$ cat config.mk
export PLATFORM = sky130hd
export DESIGN_NAME = mod_memory
export DESIGN_NICKNAME = d
export VERILOG_FILES = /design/src/rtl/mod_memory.sv
export SDC_FILE = /design/constraint.sdc
export NUM_CORES = 1
export LEC_CHECK = 0
export ABC_AREA = 0
export CORE_AREA = 2 2 294 296
export CTS_CLUSTER_SIZE = 28
export DETAILED_ROUTE_END_ITERATION = 12
export DIE_AREA = 0 0 296 298
export SYNTH_ARGS = -nofsm -noshare
export SYNTH_HDL_FRONTEND = slang
export SYNTH_SLANG_ARGS = --single-unit
$ cat constraint.sdc
create_clock -name clk -period 4.35 [get_ports clk]
set_input_delay 0.435 -clock clk [delete_from_list [all_inputs] [get_ports clk]]
set_output_delay 0.435 -clock clk [all_outputs]
set_load 0.02 [all_outputs]
$ cat src/rtl/mod_memory.sv
// mod_memory -- memory-access stage between execute and writeback.
//
// Accepts one execute bundle per handshake (can_memory while mem_ready),
// performs at most one data-memory load or store over a single-outstanding
// req/ack port, and presents a registered writeback bundle together with a
// one-cycle can_writeback strobe. Non-memory ops take one cycle. Memory ops
// keep the stage busy until mem_ack arrives or the watchdog gives up.
//
// Ports
//   clk, reset_n           clock, asynchronous active-low reset
//   can_memory / mem_ready execute-side handshake (ready only in IDLE)
//   exmem                  execute bundle (ex_mem_t)
//   mem_req, mem_we,       data-memory request; address, direction and
//   mem_addr_o, mem_wdata  write data are stable while mem_req is high
//   mem_ack, mem_rdata     completion strobe and read data
//   exwb, can_writeback    registered result bundle and its valid pulse
//   store_memstage_active  a store is in flight or completing
//   mem_error              sticky watchdog-expiry flag

typedef struct packed {
  logic [0:63] pc_contents;
  logic [0:63] alu_result;
  logic [0:63] alu_ext_result;
  logic [0:63] mem_addr;
  logic [0:63] store_data;
  logic [0:7]  ctl_opcode;
  logic        twob_opcode;
  logic [0:3]  ctl_regByte;
  logic [0:3]  ctl_rmByte;
  logic        sim_end;
  logic [0:1]  mod;
} ex_mem_t;

typedef struct packed {
  logic [0:63] pc_contents;
  logic [0:63] alu_result;
  logic [0:63] alu_ext_result;
  logic [0:7]  ctl_opcode;
  logic        twob_opcode;
  logic [0:3]  ctl_regByte;
  logic [0:3]  ctl_rmByte;
  logic        sim_end;
  logic [0:1]  mod;
} ex_wb_t;

module mod_memory #(
  parameter int TIMEOUT = 64
) (
  input  logic        clk,
  input  logic        reset_n,
  input  logic        can_memory,
  output logic        mem_ready,
  input  ex_mem_t     exmem,
  output logic        mem_req,
  output logic        mem_we,
  output logic [63:0] mem_addr_o,
  output logic [63:0] mem_wdata,
  input  logic        mem_ack,
  input  logic [63:0] mem_rdata,
  output ex_wb_t      exwb,
  output logic        can_writeback,
  output logic        store_memstage_active,
  output logic        mem_error
);

  localparam int CNT_W = (TIMEOUT > 1) ? $clog2(TIMEOUT) : 1;
  localparam logic [CNT_W-1:0] CNT_LAST = CNT_W'(TIMEOUT - 1);

  typedef enum logic [1:0] {
    ST_IDLE,
    ST_ACCESS,
    ST_DONE
  } state_e;

  state_e           state_q, state_d;
  ex_wb_t           bundle_q, bundle_d;   // bundle held while the access runs
  ex_wb_t           exwb_q, exwb_d;       // result presented to writeback
  logic [63:0]      addr_q, addr_d;
  logic [63:0]      wdata_q, wdata_d;
  logic             load_q, load_d;
  logic             store_q, store_d;
  logic [CNT_W-1:0] cnt_q, cnt_d;
  logic             err_q, err_d;

  logic             is_load_in;
  logic             is_store_in;

  // Writeback fields are a straight copy of the execute bundle; the memory
  // address and store data are consumed here and not forwarded.
  function automatic ex_wb_t to_exwb(input ex_mem_t b);
    ex_wb_t w;
    w.pc_contents    = b.pc_contents;
    w.alu_result     = b.alu_result;
    w.alu_ext_result = b.alu_ext_result;
    w.ctl_opcode     = b.ctl_opcode;
    w.twob_opcode    = b.twob_opcode;
    w.ctl_regByte    = b.ctl_regByte;
    w.ctl_rmByte     = b.ctl_rmByte;
    w.sim_end        = b.sim_end;
    w.mod            = b.mod;
    return w;
  endfunction

  // Opcode classification. Two-byte opcodes never touch memory here, and
  // mod==3 on MOV (137/139) is the register-to-register form. LEA (141)
  // falls through to pass because it only computes an address.
  always_comb begin
    is_load_in  = 1'b0;
    is_store_in = 1'b0;
    if (!exmem.twob_opcode) begin
      is_load_in  = ((exmem.ctl_opcode == 8'd139) && (exmem.mod != 2'd3)) ||
                    ((exmem.ctl_opcode >= 8'd88) && (exmem.ctl_opcode <= 8'd95)) ||
                    (exmem.ctl_opcode == 8'd195);
      is_store_in = ((exmem.ctl_opcode == 8'd137) && (exmem.mod != 2'd3)) ||
                    ((exmem.ctl_opcode >= 8'd80) && (exmem.ctl_opcode <= 8'd87)) ||
                    (exmem.ctl_opcode == 8'd232) ||
                    (exmem.ctl_opcode == 8'd255);
    end
  end

  always_comb begin
    state_d  = state_q;
    bundle_d = bundle_q;
    exwb_d   = exwb_q;
    addr_d   = addr_q;
    wdata_d  = wdata_q;
    load_d   = load_q;
    store_d  = store_q;
    cnt_d    = cnt_q;
    err_d    = err_q;

    unique case (state_q)
      ST_IDLE: begin
        if (can_memory) begin
          bundle_d = to_exwb(exmem);
          addr_d   = exmem.mem_addr;
          wdata_d  = exmem.store_data;
          load_d   = is_load_in;
          store_d  = is_store_in;
          cnt_d    = '0;
          if (is_load_in || is_store_in) begin
            state_d = ST_ACCESS;
          end else begin
            // Pass-through: result register loads now so it is valid in DONE.
            exwb_d  = to_exwb(exmem);
            state_d = ST_DONE;
          end
        end
      end

      ST_ACCESS: begin
        // Ack is tested first so an ack on the final watchdog cycle wins.
        if (mem_ack) begin
          exwb_d = bundle_q;
          if (load_q) begin
            exwb_d.alu_result = mem_rdata;
          end
          state_d = ST_DONE;
        end else if (cnt_q == CNT_LAST) begin
          // Abandoned access: flag it and stop the simulation downstream.
          exwb_d         = bundle_q;
          exwb_d.sim_end = 1'b1;
          err_d          = 1'b1;
          state_d        = ST_DONE;
        end else begin
          cnt_d = cnt_q + 1'b1;
        end
      end

      ST_DONE: begin
        state_d = ST_IDLE;
      end

      default: begin
        state_d = ST_IDLE;
      end
    endcase
  end

  always_ff @(posedge clk or negedge reset_n) begin
    if (!reset_n) begin
      state_q  <= ST_IDLE;
      bundle_q <= '0;
      exwb_q   <= '0;
      addr_q   <= '0;
      wdata_q  <= '0;
      load_q   <= 1'b0;
      store_q  <= 1'b0;
      cnt_q    <= '0;
      err_q    <= 1'b0;
    end else begin
      state_q  <= state_d;
      bundle_q <= bundle_d;
      exwb_q   <= exwb_d;
      addr_q   <= addr_d;
      wdata_q  <= wdata_d;
      load_q   <= load_d;
      store_q  <= store_d;
      cnt_q    <= cnt_d;
      err_q    <= err_d;
    end
  end

  // Request and strobes decode straight from the state register, so an
  // asynchronous reset drops mem_req without waiting for a clock edge.
  assign mem_ready             = (state_q == ST_IDLE);
  assign mem_req               = (state_q == ST_ACCESS);
  assign mem_we                = (state_q == ST_ACCESS) && store_q;
  assign mem_addr_o            = addr_q;
  assign mem_wdata             = wdata_q;
  assign exwb                  = exwb_q;
  assign can_writeback         = (state_q == ST_DONE);
  assign store_memstage_active = store_q && ((state_q == ST_ACCESS) || (state_q == ST_DONE));
  assign mem_error             = err_q;

endmodule
==> metrics.csv, run 1 <==
metric,value,unit
status,"complete, no violations",
most frequent cells in the layout,"752 x clkdlybuf4s50_1, 563 x dfrtp_1, 519 x mux2_2, 179 x mux2_4, 73 x nor2_1",
PortBufs,753,
DRT Pass-1 Iters,5,
Mapped Nets,2043,
hold path startpoint,exmem[53],
Max-cap violations,0,
footprint of the multi-input gates,10200,µm²
WHS,0.426,ns
post-synth top area cell,dfrtp_1,
Clock Skews,0.0308,ns
RD Place Congestion,0.881,
worst skew pair latency,0.61,ns
met3 usage,5.41,%
Syn Inst Count,1631,
worst vdd ir,0.435,mV
"most common cell after layout, fill and taps aside",clkdlybuf4s50_1,
nets,2799,
post-synthesis simple-gate area fraction,1.79,%
FP Rows,107,
Total GRT Usage,17.0,%
synthesized cell area,24800,µm²
CTS Sinks,563,
Slew @ Worst Pin,0.953,ns
Total Power,0.0271,W
Worst slew margin,36.5,%
Reg area,14100,µm²
initial antenna violation count,20,
CTS Root Cell,clkbuf_16,
first-pass GRT wire length,114000,µm
CP max-delay cell,clkdlybuf4s50_1,
RSZ-0062 raised after global routing,no,
Synth warnings,0,
fin crit share,76.8,%
htree depth,3,
fill count,7790,
Hold Crit Endpoint,mem_wdata[33],
post-DP HPWL,55100,µm
initial core utilization,29.2,%
Slew Limit Fails,0,
TritonCTS buffer count,69,
mean post-synth cell area,15.2,µm²
vias in the first global route,18057,
Final Instance Count excl. Fillers,3587,
gr busiest metal,met2,
compound-gate portion of the synthesized area,1.92,%
"Seq/Total Area, Yosys",56.8,%
WL/cell,21.4,µm
Post-Synth XOR/XNOR Area,0.0706,%
"Setup Fix Bufs, Post-CTS",0,
crit end category,output pin,
cell area power density,755,nW/µm²
Routed Antenna Nets,0,
HP Class,in -> reg,
Final setup viols,0,
CP required,3.91,ns
Post-Synth Adder-Cell Area,0.202,%
worst r2r src,state_q[1],
Die Wd,296,µm
Max Fclk,299,MHz
worst reg2reg endpoint,exwb[5],
met1 GRT Util,18.8,%
Max Root-Sink Buffers,3,
share of cells above drive strength 1,34.5,%
Static Leakage,15.4,nW
"reg-to-reg slack, setup",1.42,ns
Area contributors post-synth,"dfrtp_1 57%, mux2_2 24%, mux2_4 11%",
largest net degree at the start of global routing,108,
die height,298,µm
fraction of synthesized area in multiplexers,37.0,%
fin util,42.3,%
post-synth top area share,56.8,%
setup_tns,0,ns
total number of vias,16303,
DR vias/cell,4.55,
CTS tree,done,
R2R depth,9,
Fin. Hold Viols,0,
CP Max Fanout,94,
Core Box Area,84900,µm²
clk slew on worst S/H paths,0.06,ns
Max stage delay on crit path,0.66,ns
die area,88200,µm²
io pins,754,
total wire length,76800,µm
Critical Path Start Type,flip-flop,
GRT overflow,0,
main combinational cell family by area after synthesis,multiplexers,
hold path depth,2,
Inst Count DP,3459,
CP Class,reg -> out,
DRT iter0 DRCs,575,
Layout area overhead,44.9,%
met2 Use GR,30.1,%
Critical Path AT,2.91,ns
Period minus WS final,3.34,ns
Netlist cell types,35,
synthesized flop and latch total,563,
CP cell instances,inv_1 > ha_4 > buf_12 > and2_1 > clkdlybuf4s50_1,
DRC,0,
==> metal layers <==
| metal | routed length (µm) | part of all wire, % |
|---|---|---|
| met5 | 41 | 0.053 |
| met4 | 2520 | 3.3 |
| met3 | 5790 | 7.5 |
| met2 | 39800 | 52 |
| met1 | 28700 | 37 |
==> critical path: cells and delay by family, from the launching register on <==
family	cells	cell delay, ns
buf+inv	3	1.21
flops	1	0.40
simple gates	1	0.20
fa+ha+maj	1	0.44
==> through the flow <==
step                      worst slack (ns)  area, µm²
final                                 1.01      35900
after global routing                 0.776      35900
after CTS                            0.899      35900
after detailed placement             0.782      33700
after global placement               0.800      33700
after floorplan                       1.91      24800
==> kinds of logic (layout without fill, tap and decap cells) <==
logic type      after synthesis  after routing
fa+ha+maj                     4              4
flops                       563            563
compound gates               88             88
mux                         763            763
other cells                   0             14
buf+inv                     104            902
simple gates                107            107
xor+xnor                      2              2
==> synth_stat cells <==
library cell,count
a2111o_1,1
a21oi_1,70
a21oi_2,1
a221o_1,1
a311oi_1,1
a31o_2,1
a41o_1,1
and2_1,3
and3_1,1
buf_1,2
buf_2,3
buf_6,20
clkbuf_1,74
dfrtp_1,563
ha_1,4
inv_1,5
mux2_2,519
mux2_4,179
mux2i_1,65
nand2_1,15
nand2_2,1
nand2b_1,2
nand3_1,4
nand3b_1,1
nand4_1,3
nor2_1,73
nor3_1,2
o211a_2,1
o21a_1,1
o21ai_0,8
o21ai_1,1
o22ai_1,1
or3_1,1
or4_1,1
xnor2_1,2
==> sequential cells by signal (all words and copies together), names as in the netlist <==
signal	cells
store_q	1
cnt_q	6
mem_addr_o	64
exwb	212
load_q	1
mem_error	1
bundle_q	212
mem_wdata	64
state_q	2
==> layout make-up <==
cell class | count | area share (%)
timing repair buffer | 784 | 22.1
clock buffer | 94 | 5.51
sequential | 563 | 39.2
multi-input combinational | 964 | 28.4
tap | 1144 | 3.98
antenna | 14 | 0.0975
clock inverter | 19 | 0.693
inverter | 5 | 0.0522
==> power breakdown <==
part / switching [W] / leakage [nW] / internal, W
combinational: 0.00544 / 7.67 / 0.00670
sequential: 0.00145 / 6.60 / 0.00791
clock: 0.00235 / 1.09 / 0.00329
==> worst max-delay path by stage <==
stage	depth (start not counted)	slack, ns	from	endpoint
floorplan	7	1.91	state_q[1]	mem_we
global route	5	0.78	state_q[1]	mem_we
global placement	8	0.80	exmem[19]	exwb[14]
finish	5	1.01	state_q[1]	mem_we
detailed placement	8	0.78	exmem[19]	exwb[19]
CTS	5	0.90	state_q[1]	mem_we
==> repair_timing <==
action	CTS	global route
hold buffers	1	0
endpoints found under the hold margin	88	0
resized for setup	0	0
Note: power is estimated with default switching activity, not from simulation.
==> run 2, diff against run 1 <==
- CORE_AREA: 2 2 294 296 -> 2 2 295 297
- DIE_AREA: 0 0 296 298 -> 0 0 297 299
- clock period: 4.35 -> 3.3 ns (I/O delays scaled with it)
==> metrics.csv, run 2 (synthesized netlist as in run 1, its figures left out) <==
metric,value,unit
status,"complete, no violations",
CTS Root Cell,clkbuf_16,
most frequent cells in the layout,"752 x clkdlybuf4s50_1, 563 x dfrtp_1, 519 x mux2_2, 179 x mux2_4, 73 x nor2_1",
CTS Sinks,563,
Layout area overhead,46.6,%
GRT overflow,0,
vias in the first global route,18208,
Max Fclk,350,MHz
Max stage delay on crit path,0.72,ns
Sequential Power Share,34.1,%
CP max-delay cell,clkdlybuf4s50_1,
worst setup path end,mem_req,
TritonCTS buffer count,70,
DRC,0,
clock power share,21.7,%
WL/cell,21.1,µm
worst reg2reg endpoint,exwb[83],
Final Instance Count excl. Fillers,3632,
cell-internal power,0.0242,W
Die Wd,297,µm
CTS tree,done,
CP Max Fanout,124,
PortBufs,753,
largest net degree at the start of global routing,125,
nets,2819,
initial core utilization,28.9,%
"reg-to-reg slack, setup",0.52,ns
Clock Skews,0.0332,ns
Final setup viols,0,
FP Rows,108,
Worst slew margin,38.2,%
DRT iter0 DRCs,629,
Max Root-Sink Buffers,3,
worst vdd ir,0.618,mV
CP required,2.97,ns
CP Class,reg -> out,
htree depth,3,
Critical Path Start Type,flip-flop,
Slew @ Worst Pin,0.927,ns
crit end category,output pin,
Inst Count DP,3489,
fin crit share,86.6,%
die height,299,µm
Core Box Area,85900,µm²
DRT Pass-1 Iters,4,
"Setup Fix Bufs, Post-CTS",0,
RD Place Congestion,0.862,
Critical Path AT,2.53,ns
clk slew on worst S/H paths,0.06,ns
Total Power,0.0363,W
initial antenna violation count,21,
Psw,0.0122,W
Sw Ratio,33.5,%
CP cell instances,inv_1 > ha_4 > buf_12 > clkdlybuf4s50_1,
DR vias/cell,4.51,
Total GRT Usage,16.9,%
worst skew pair latency,0.60,ns
Max-cap violations,0,
CP startpoint,state_q[1],
io pins,754,
Period minus WS final,2.86,ns
Final Instance Area,36400,µm²
setup_tns,0,ns
post-DP HPWL,55300,µm
Comb power frac,44.2,%
cell area power density,999,nW/µm²
worst r2r src,state_q[0],
first-pass GRT wire length,116000,µm
Area after DPL,33900,µm²
RSZ-0062 raised after global routing,no,
HP Class,in -> reg,
total number of vias,16396,
Routed Antenna Nets,0,
"most common cell after layout, fill and taps aside",clkdlybuf4s50_1,
R2R depth,8,
share of cells above drive strength 1,35.2,%
Fin. Hold Viols,0,
die area,88800,µm²
total wire length,76500,µm
Slew Limit Fails,0,
Static Leakage,15.6,nW
run 2: metal layers:
layer  track usage, %  part of all wire (%)
met1             19.2                    39
met2             29.2                    51
met3             4.97                   6.6
met4             7.65                   3.7
met5                0                 0.055
run 2: power groups by stage:
| stage | combinational (W) | clock, W | sequential [W] |
|---|---|---|---|
| 6_report | 0.0161 | 0.00788 | 0.0124 |
| 5_1_grt | 0.0169 | 0.00844 | 0.0128 |
| 4_1_cts | 0.0163 | 0.00814 | 0.0124 |
| 3_5_place_dp | 0.0162 | 0 | 0.0124 |
| 3_3_place_gp | 0.0160 | 0 | 0.0123 |
| 2_1_floorplan | 0.00677 | 0 | 0.0146 |
run 2: repair_timing:
item | 4_1_cts | 5_1_grt
endpoints found under the hold margin | 80 | 0
hold buffers | 1 | 0
gates resized for setup | 0 | 0
run 2: how the worst min path moves through the flow:
stage / from / end / slack, ns / cells past startpoint
after floorplan: reset_n / bundle_q[0] / 0.03 / 0
after global placement: reset_n / mem_addr_o[11] / 0.48 / 1
after detailed placement: reset_n / mem_addr_o[11] / 0.49 / 1
after CTS: exmem[126] / mem_addr_o[42] / 0.29 / 2
after global routing: exmem[20] / mem_wdata[0] / 0.30 / 2
final: exmem[53] / mem_wdata[33] / 0.33 / 2
run 2: area by class of cell:
class	count	area (µm²)
Sequential cell	563	14100
Tap cell	1155	1450
Clock inverter	22	303
Antenna cell	20	50.0
Clock buffer	100	2070
Timing Repair Buffer	803	8180
Multi-Input combinational cell	964	10200
Inverter	5	18.8
Fill cell	7897	49600
run 2: worst max-delay path, delay by kind of cell, from the launching register on:
kind	cells	cell delay, ns
buf+inv	3	1.28
fa+ha+maj	1	0.21
flops	1	0.40
run 2: through the flow:
step	utilization (%)	hold slack, ns	worst slack, ns
5_1_grt	42.3	0.302	0.245
3_5_place_dp	39.5	0.487	0.121
2_1_floorplan	-	0.0344	0.963
3_3_place_gp	39.5	0.480	0.0821
6_report	42.3	0.334	0.441
4_1_cts	42.2	0.290	0.345
